`config.mk`:
```
export PLATFORM = sky130hd
export DESIGN_NAME = seven_segment_scan_decoder
export DESIGN_NICKNAME = d
export VERILOG_FILES = /design/src/rtl/seven_segment_scan_decoder.sv
export SDC_FILE = /design/constraint.sdc
export NUM_CORES = 1
export LEC_CHECK = 0
export CORE_UTILIZATION = 43
export DETAILED_ROUTE_END_ITERATION = 6
export PLACE_DENSITY = 0.73
export SYNTH_ARGS = -nofsm -noshare
export SYNTH_HDL_FRONTEND = slang
export SYNTH_SLANG_ARGS = --single-unit
```
`constraint.sdc`:
```
create_clock -name clk -period 4.55 [get_ports clk]
set_input_delay 0.91 -clock clk [delete_from_list [all_inputs] [get_ports clk]]
set_output_delay 0.91 -clock clk [all_outputs]
set_load 0.05 [all_outputs]
```
`src/rtl/seven_segment_scan_decoder.sv`:
```
// seven_segment_scan_decoder: debounced readback of a 2-digit muxed 7-seg bus (clk/reset, segment_data/digit_sel/clr_err in; number/units/tens/valid/blank/error/err_sticky out)
module seven_segment_scan_decoder #(
  parameter int STABLE_CYCLES = 3
) (
  input  logic       clk,
  input  logic       reset,
  input  logic [7:0] segment_data,
  input  logic [1:0] digit_sel,
  input  logic       clr_err,
  output logic [6:0] number,
  output logic [3:0] units,
  output logic [3:0] tens,
  output logic       valid,
  output logic       blank,
  output logic       error,
  output logic       err_sticky
);
  typedef enum logic {WAIT_UNITS, WAIT_TENS} state_t;
  state_t r_state, w_state_nx;
  logic [8:0] r_last;
  logic [3:0] r_run;
  logic [3:0] r_units_lat;
  logic       r_blank_lat;
  logic [8:0] w_pair;
  logic       w_same, w_accept, w_err, w_u, w_t, w_legal, w_blank_pat;
  logic [3:0] w_digit;
  logic [6:0] w_number;
  logic       w_unused;
  assign w_unused = segment_data[7];
  assign w_pair   = {segment_data[6:0], digit_sel};
  assign w_same   = w_pair == r_last;
  assign w_accept = w_same && r_run == 4'(STABLE_CYCLES - 1);
  always_comb begin
    w_digit     = 4'd0;
    w_legal     = 1'b1;
    w_blank_pat = 1'b0;
    case (segment_data[6:0])
      7'h3F: w_digit = 4'd0;
      7'h06: w_digit = 4'd1;
      7'h5B: w_digit = 4'd2;
      7'h4F: w_digit = 4'd3;
      7'h66: w_digit = 4'd4;
      7'h6D: w_digit = 4'd5;
      7'h7D: w_digit = 4'd6;
      7'h07: w_digit = 4'd7;
      7'h7F: w_digit = 4'd8;
      7'h6F: w_digit = 4'd9;
      7'h00: w_blank_pat = 1'b1;
      default: w_legal = 1'b0;
    endcase
  end
  assign w_err    = w_accept && digit_sel != 2'b00 && (digit_sel == 2'b11 || !w_legal);
  assign w_u      = w_accept && digit_sel == 2'b01 && w_legal;
  assign w_t      = w_accept && digit_sel == 2'b10 && w_legal && r_state == WAIT_TENS;
  assign w_number = {3'b0, w_digit} * 7'd10 + {3'b0, r_units_lat};
  always_comb begin
    w_state_nx = w_err ? WAIT_UNITS : w_u ? WAIT_TENS : w_t ? WAIT_UNITS : r_state;
  end
  always_ff @(posedge clk) begin
    if (reset) r_state <= WAIT_UNITS;
    else r_state <= w_state_nx;
  end
  always_ff @(posedge clk) begin
    if (reset) begin
      r_last      <= '0;
      r_run       <= '0;
      r_units_lat <= '0;
      r_blank_lat <= 1'b0;
      number      <= '0;
      units       <= '0;
      tens        <= '0;
      valid       <= 1'b0;
      blank       <= 1'b0;
      error       <= 1'b0;
      err_sticky  <= 1'b0;
    end else begin
      r_last     <= w_pair;
      r_run      <= !w_same ? 4'd1 : r_run == 4'(STABLE_CYCLES) ? r_run : r_run + 4'd1;
      valid      <= w_t;
      error      <= w_err;
      err_sticky <= w_err | (err_sticky & ~clr_err);
      if (w_u) begin
        r_units_lat <= w_digit;
        r_blank_lat <= w_blank_pat;
      end
      if (w_t) begin
        units  <= r_units_lat;
        tens   <= w_digit;
        number <= w_number;
        blank  <= r_blank_lat & w_blank_pat;
      end
    end
  end
endmodule

```
==> results.cfg, run 1 <==
[placement]
gp_congestion = 0.854
hpwl_mm = 2.48
placed_area_um2 = 2210
io_buffers = 30

[die]
start_util = 0.459
die_w_um = 68.3
rows = 23
io_pins = 32
die_y_um = 68.3
dieArea_um2 = 4670
core_area_um2 = 4120

[synthesis]
synthCells = 198
syn_area_um2 = 1890
avgSynthCellArea_um2 = 9.55
synth-seq-cells = 37
syn_nets = 221
ys_warn_count = 0
yosysSeqAreaShare = 0.392
synth.distinct_cells = 42

[run_status]
outcome = finished clean

[timing]
clock_skew_ps = 4.09
rsz0062_at_grt = false
timing.fmax_mhz = 272
maxSlewHeadroom = 0.569
timing.hold.ws_ps = 451
slew_violations = 0
finalHoldViolCount = 0
min_period_over_period = 0.809
min_period_ps = 3680
setup_viol = 0
tightest_slew_ps = 644
tns_ps = 0

[routing]
wirelength_mm = 3.36
drc = 0
ant_nets = 0
drt_pass1_iterations = 4
wl_per_cell_um = 12.1
via_per_inst = 5.06
drt-initial-drc-count = 75
dr_total_vias = 1401

[global_routing]
overflow = 0
grt_usage = 0.157
grt_antenna_before_repair = 0
grt_pass1_wl_mm = 5.39
grt_max_degree = 19
grt_pass1_vias = 1249

[power]
p_switching_w = 0.000143
netSwitchingFraction = 0.227
p_total_w = 0.000632
p_per_area_nw_per_um2 = 274
clkPwrFrac = 0.394
internal_power_w = 0.000489
comb_power_share = 0.083
ir_worst_vdd_mv = 0.157
p_leak_nw = 0.824
pwr-share-seq = 0.523

[cts]
clock-sinks = 37
path_clk_slew_ps = 70
tritoncts = built
ctsHoldBuffers = 0
cts_root_buf = clkbuf_8
htreeDepth = 2
clk_path_buf_depth = 2
cts_setup_buffers = 0
clk_latency_ps = 290
ctsResizeCount = 0
numCtsBuffers = 5

[setup_path]
worstSetupStartpointType = input port
cp_max_fo = 9
rr_startpoint = r_last[1]
cp.required_ps = 4760
worstSetupPathType = in -> reg
end_kind = flip-flop
r2r_cells = 7
r2r_end = units[2]
worstPathArrival_ps = 3890
regToRegSetupSlack_ps = 2360

[worst_hold_path]
hold_path_class = reg -> reg
whs_path_depth = 1
min_to = err_sticky
hp-start = err_sticky

[finish]
synthToLayoutAreaGrowth_pct = 22.2
fin_nets = 249
drive_above_1_share = 0.101
fin_util = 0.561
design_area_um2 = 2310
final_common_cell = dfxtp_1
diodes = 0
final_cell_mix = dfxtp_1 (37), nor2_1 (33), clkdlybuf4s50_1 (30), mux2i_1 (15), nand2_1 (11)

[run]
maxCapViolations = 0
metrics by stage:
stage | cells | worst slack [ps]
after detailed placement | 269 | 602
after floorplan | 198 | 1030
after global placement | 269 | 611
final | 277 | 870
after CTS | 277 | 884
after global routing | 277 | 714
routing by layer:
| layer | up-vias | global-route usage | part of all wire |
|---|---|---|---|
| li1 | 730 | - | - |
| met1 | 646 | 0.200 | 0.48 |
| met2 | 20 | 0.245 | 0.46 |
| met3 | 5 | 0.0417 | 0.039 |
| met4 | 0 | 0.0703 | 0.013 |
| met5 | - | 0 | 0 |
flip-flops by register name (all words and copies together) (netlist names), 3 cells and up:
| signal | cells |
|---|---|
| r_last | 9 |
| units | 3 |
| r_run | 4 |
| r_units_lat | 4 |
| tens | 4 |
| number | 7 |
power groups by stage:
| stage | Combinational, W | Sequential [W] | Clock (W) |
|---|---|---|---|
| 6_report | 0.0000524 | 0.000330 | 0.000249 |
| 5_1_grt | 0.0000578 | 0.000331 | 0.000273 |
| 4_1_cts | 0.0000528 | 0.000330 | 0.000257 |
| 3_5_place_dp | 0.0000525 | 0.000338 | 0 |
| 3_3_place_gp | 0.0000524 | 0.000338 | 0 |
| 2_1_floorplan | 0.0000364 | 0.000338 | 0 |
final cells by class:
class | count | area, µm²
inverter | 7 | 26.3
multi-input combinational | 139 | 1030
fill | 373 | 1810
clock inverter | 1 | 5.00
timing repair buffer | 36 | 345
clock buffer | 7 | 96.3
tap | 50 | 62.6
sequential | 37 | 741
synthesized netlist by cell type:
library cell | n | area, µm²
dfxtp_1 | 37 | 741
nor2_1 | 33 | 124
mux2i_1 | 15 | 150
nand2_1 | 11 | 41.3
xnor2_1 | 10 | 87.6
clkbuf_1 | 8 | 30.0
ha_1 | 8 | 100
nor2b_1 | 7 | 43.8
inv_1 | 6 | 22.5
xor2_1 | 6 | 52.6
a21oi_1 | 5 | 25.0
a211oi_2 | 4 | 50.1
a211oi_1 | 3 | 22.5
buf_2 | 3 | 15.0
nand4_1 | 3 | 18.8
a2111oi_4 | 2 | 55.1
a21o_1 | 2 | 15.0
and2_1 | 2 | 12.5
buf_6 | 2 | 22.5
fa_1 | 2 | 40.0
nand3_1 | 2 | 10.0
nand4b_1 | 2 | 17.5
nor3_1 | 2 | 10.0
nor4_1 | 2 | 12.5
o21bai_1 | 2 | 15.0
o22ai_1 | 2 | 12.5
or3_1 | 2 | 12.5
a2111o_1 | 1 | 11.3
a21oi_2 | 1 | 8.76
a31oi_1 | 1 | 6.26
a41oi_1 | 1 | 8.76
buf_4 | 1 | 7.51
buf_8 | 1 | 15.0
clkinv_1 | 1 | 3.75
mux2_2 | 1 | 11.3
nand2b_1 | 1 | 6.26
nor3b_1 | 1 | 7.51
nor4b_1 | 1 | 8.76
o211ai_1 | 1 | 7.51
o31ai_1 | 1 | 7.51
o32a_1 | 1 | 10.0
or4_4 | 1 | 11.3
cell families (layout without fill, tap and decap cells):
logic type,Yosys count,after routing,synth area share
and+or+nand+nor,70,70,0.178
muxes,16,16,0.0854
buffers and inverters,22,51,0.0615
AOI/OAI and AO/OA,27,27,0.135
adders and majority gates,10,10,0.0741
xor gates and xnor gates,16,16,0.0741
DFF,37,37,0.392
worst max-delay path, stage by stage:
cell,delay [ps]
clkdlybuf4s50_1,580
nor4_1,360
and2_1,250
a31oi_1,70
o21bai_1,210
ha_1,260
ha_1,190
inv_1,60
fa_1,440
nor3b_1,260
xnor2_1,120
a211oi_2,180
worst max-delay path by stage:
stage                end       startpoint  slack [ps]
2_1_floorplan  number[6]  segment_data[3]        1030
3_3_place_gp   number[6]  segment_data[3]         610
3_5_place_dp   number[6]  segment_data[3]         600
4_1_cts        number[6]  segment_data[3]         880
5_1_grt        number[6]  segment_data[3]         710
6_report       number[6]  segment_data[3]         870
No activity file was read; power rests on OpenSTA's default activity.
==> run 2, diff against run 1 <==
==> constraint.sdc (replaced) <==
create_clock -name clk -period 3.6 [get_ports clk]
set_input_delay 0.72 -clock clk [delete_from_list [all_inputs] [get_ports clk]]
set_output_delay 0.72 -clock clk [all_outputs]
set_load 0.05 [all_outputs]
==> run 2 against run 1 <==
Cell area rose by 7.0%. Count of clock-buffer cells in the layout did not move. Critical path depth did not move. Cell count rose by 6.9%. Power rose by 29%. Via count rose by 6.4%. Wire length rose by 9.5%. First-iteration DRC count fell by 52%. Register-to-register slack got worse by 860 ps. Global-route usage rose by 1.5 points. Critical endpoint unchanged.
==> results.cfg, run 2 (synthesized netlist as in run 1, its figures left out) <==
[placement]
dp.cells = 288
pre_cts_ws_ps = -74.8
hpwl_mm = 2.79
io_buffers = 30
placed_area_um2 = 2360
gp_congestion = 0.822

[timing]
setup_viol = 0
timing.hold.ws_ps = 453
slew_violations = 0
timing.fmax_mhz = 294
tightest_slew_ps = 654
maxSlewHeadroom = 0.562
finalHoldViolCount = 0
min_period_ps = 3400
clock_skew_ps = 5.00
worst_slack_ps = 202
min_period_over_period = 0.944
rsz0062_at_grt = false

[setup_path]
cp_max_fo = 4
end_kind = flip-flop
cp.required_ps = 3750
worstPathArrival_ps = 3540
worstSetupPathType = in -> reg
worstSetupStartpointType = input port

[die]
io_pins = 32
die_w_um = 68.3
rows = 23
start_util = 0.459
core_area_um2 = 4120
die_y_um = 68.3
dieArea_um2 = 4670

[finish]
max_flop_register = r_last
diodes = 0
final_cell_mix = dfxtp_1 (37), nor2_1 (33), clkdlybuf4s50_1 (30), buf_4 (24), mux2i_1 (15)
synthToLayoutAreaGrowth_pct = 30.7
reg_top3 = r_last: 9 flops, number: 7 flops
seqCellArea_um2 = 741
drive_above_1_share = 0.175
final_common_cell = dfxtp_1
fin_cells = 296
largest_reg_flops = 9
design_area_um2 = 2470
fin_nets = 268
multi_input_area_um2 = 1040
fill_cells = 364

[routing]
drc = 0
via_per_inst = 5.03
wl_per_cell_um = 12.4
dr_total_vias = 1490
drt_pass1_iterations = 4
drt-initial-drc-count = 36
wirelength_mm = 3.68
ant_nets = 0

[global_routing]
grt_max_degree = 20
grt_pass1_vias = 1397
grt_usage = 0.171
overflow = 0
grt_antenna_before_repair = 0
grt_pass1_wl_mm = 5.87

[run_status]
outcome = finished clean

[cts]
cts_root_buf = clkbuf_8
clk_latency_ps = 290
tritoncts = built
clock-sinks = 37
cts_setup_buffers = 0
numCtsBuffers = 5
path_clk_slew_ps = 70
htreeDepth = 2
clk_path_buf_depth = 2

[power]
ir_worst_vdd_mv = 0.187
p_leak_nw = 0.921
p_per_area_nw_per_um2 = 329

[run]
maxCapViolations = 0

[worst_hold_path]
hold_path_class = reg -> reg
==> run 2: cell count changes in the layout (fill, tap and decap cells not counted), sizes merged <==
cell / before / now
buf: 6 / 25
==> run 2: layout make-up <==
cell class / instances / share of cell area
Multi-Input combinational cell: 139 / 0.421
Inverter: 7 / 0.0106
Clock inverter: 1 / 0.00203
Sequential cell: 37 / 0.300
Timing Repair Buffer: 55 / 0.203
Clock buffer: 7 / 0.0390
Tap cell: 50 / 0.0253
==> run 2: metrics by stage <==
stage | TNS [ps] | util | power, W
after floorplan | 0 | - | 0.000473
after global placement | -29.6 | 0.574 | 0.000506
after detailed placement | -74.8 | 0.574 | 0.000507
after CTS | 0 | 0.599 | 0.000820
after global routing | 0 | 0.600 | 0.000844
final | 0 | 0.600 | 0.000813
==> run 2: path summary, 6_finish.rpt <==
check	startpoint	endpoint	slack [ps]	cells past startpoint
hold reg to reg	err_sticky	err_sticky	450	1
setup reg to reg	r_last[1]	tens[3]	1500	7
hold / removal	err_sticky	err_sticky	450	1
setup / recovery	segment_data[6]	number[6]	200	12
==> run 2: worst max-delay path, stage by stage <==
cell,delay (ps)
clkdlybuf4s50_1,490
nor4_2,350
and2_1,210
a31oi_1,60
o21bai_1,240
ha_1,280
ha_1,200
inv_1,60
fa_1,430
nor3b_1,250
xnor2_1,160
a211oi_2,80
==> run 2: power by group <==
group / leakage [nW] / total [W] / switching (W) / internal, W
sequential: 0.301 / 0.000418 / 0.00000261 / 0.000415
clock: 0.0542 / 0.000315 / 0.000142 / 0.000173
combinational: 0.566 / 0.0000800 / 0.0000400 / 0.0000400
==> run 2: what timing repair did <==
action,CTS,global route
setup endpoints to repair,0,1
hold buffers,0,0
resized for setup,0,1
==> run 2: per-layer routing <==
metal,vias up,track usage,part of all wire
met5,-,0,0
met4,0,0.0833,0.017
met3,6,0.0433,0.036
met2,22,0.293,0.47
met1,688,0.197,0.47
li1,774,-,-
==> run 3, diff against run 2 <==
--- a/config.mk
+++ b/config.mk
@@ -7,6 +7,7 @@
 export LEC_CHECK = 0
 export CORE_UTILIZATION = 43
 export DETAILED_ROUTE_END_ITERATION = 6
+export MAX_ROUTING_LAYER = met4
 export PLACE_DENSITY = 0.73
 export SYNTH_ARGS = -nofsm -noshare
 export SYNTH_HDL_FRONTEND = slang
==> run 3 against run 2 <==
Count of clock-buffer cells in the layout is the same. Non-clock buffer count is the same. Critical path depth stayed put. Via count rose by 0.40%. Largest cell class unchanged.
==> results.cfg, run 3 (synthesized netlist as in run 1, its figures left out) <==
[routing]
ant_nets = 0
wl_per_cell_um = 12.5
drt-initial-drc-count = 34
drc = 0
wirelength_mm = 3.70
drt_pass1_iterations = 4
dr_total_vias = 1496
via_per_inst = 5.05

[power]
p_leak_nw = 0.921
netSwitchingFraction = 0.227
p_switching_w = 0.000184
comb_power_share = 0.099
p_per_area_nw_per_um2 = 329
ir_worst_vdd_mv = 0.187
clkPwrFrac = 0.387
pwr-share-seq = 0.514
internal_power_w = 0.000628

[global_routing]
grt_max_degree = 20
overflow = 0
grt_usage = 0.176
grt_pass1_vias = 1398
grt_antenna_before_repair = 0
grt_pass1_wl_mm = 5.87

[die]
start_util = 0.459
io_pins = 32
die_w_um = 68.3
dieArea_um2 = 4670
core_area_um2 = 4120
rows = 23
die_y_um = 68.3

[finish]
fill_cells = 364
synthToLayoutAreaGrowth_pct = 30.7
design_area_um2 = 2470
diodes = 0
largest_reg_flops = 9
fin_nets = 268
final_cell_mix = dfxtp_1 (37), nor2_1 (33), clkdlybuf4s50_1 (30), buf_4 (24), mux2i_1 (15)
multi_input_area_um2 = 1040
max_flop_register = r_last
drive_above_1_share = 0.175
final_common_cell = dfxtp_1
seqCellArea_um2 = 741
reg_top3 = r_last: 9 flops, number: 7 flops

[timing]
finalHoldViolCount = 0
clock_skew_ps = 5.42
timing.fmax_mhz = 295
tns_ps = 0
rsz0062_at_grt = false
setup_viol = 0
tightest_slew_ps = 670
maxSlewHeadroom = 0.552
min_period_over_period = 0.943
slew_violations = 0
worst_slack_ps = 206
min_period_ps = 3390

[run]
maxCapViolations = 0

[cts]
numCtsBuffers = 5
cts_setup_buffers = 0
clock-sinks = 37
cts_root_buf = clkbuf_8
htreeDepth = 2
clk_latency_ps = 280
ctsHoldBuffers = 0
clk_path_buf_depth = 2
path_clk_slew_ps = 70
ctsResizeCount = 0
tritoncts = built

[placement]
placed_area_um2 = 2360
io_buffers = 30
hpwl_mm = 2.79
pre_cts_ws_ps = -74.8
gp_congestion = 0.835

[setup_path]
worstSetupStartpointType = input port
worstPathArrival_ps = 3540
regToRegSetupSlack_ps = 1490
cp.required_ps = 3740
r2r_cells = 7
worstSetupPathType = in -> reg
end_kind = flip-flop
cp_max_fo = 4

[worst_hold_path]
hold_path_class = reg -> reg
whs_path_depth = 1

[run_status]
outcome = finished clean
## run 3: cell type report
| type | instances | area share |
|---|---|---|
| inverter | 7 | 0.0106 |
| sequential | 37 | 0.300 |
| tap | 50 | 0.0253 |
| multi-input combinational | 139 | 0.421 |
| timing repair buffer | 55 | 0.203 |
| clock buffer | 7 | 0.0390 |
| clock inverter | 1 | 0.00203 |
## run 3: power groups by stage
stage	combinational [W]	sequential [W]	clock [W]
after floorplan	0.0000460	0.000427	0
after global placement	0.0000789	0.000427	0
after detailed placement	0.0000794	0.000427	0
after CTS	0.0000799	0.000418	0.000323
after global routing	0.0000878	0.000418	0.000338
final	0.0000802	0.000418	0.000314
## run 3: per-layer routing
| layer | share of wire | wire length [µm] | vias to the layer above | GRT usage |
|---|---|---|---|---|
| met5 | 0 | 0 | - | - |
| met4 | 0.012 | 45 | 0 | 0.0833 |
| met3 | 0.037 | 136 | 4 | 0.0417 |
| met2 | 0.48 | 1770 | 25 | 0.293 |
| met1 | 0.47 | 1750 | 692 | 0.198 |
| li1 | - | - | 775 | - |
## run 3: metrics by stage
stage / std cells / util / total power (W) / hold WS, ps
3_3_place_gp: 288 / 0.574 / 0.000506 / 434
6_report: 296 / 0.600 / 0.000812 / 453
3_5_place_dp: 288 / 0.574 / 0.000507 / 441
4_1_cts: 296 / 0.599 / 0.000820 / 458
2_1_floorplan: 198 / - / 0.000473 / 447
5_1_grt: 296 / 0.600 / 0.000844 / 464
## run 3: critical path, stage by stage
cell and delay, ps:
clkdlybuf4s50_1 490, nor4_2 350, and2_1 210, a31oi_1 60
o21bai_1 230, ha_1 280, ha_1 200, inv_1 60
fa_1 430, nor3b_1 250, xnor2_1 160, a211oi_2 80
## run 3: final timing paths
kind / from / end
worst min-delay path: err_sticky / err_sticky
worst max register to register: r_last[0] / tens[3]
worst min register to register: err_sticky / err_sticky
worst max-delay path: segment_data[6] / number[6]
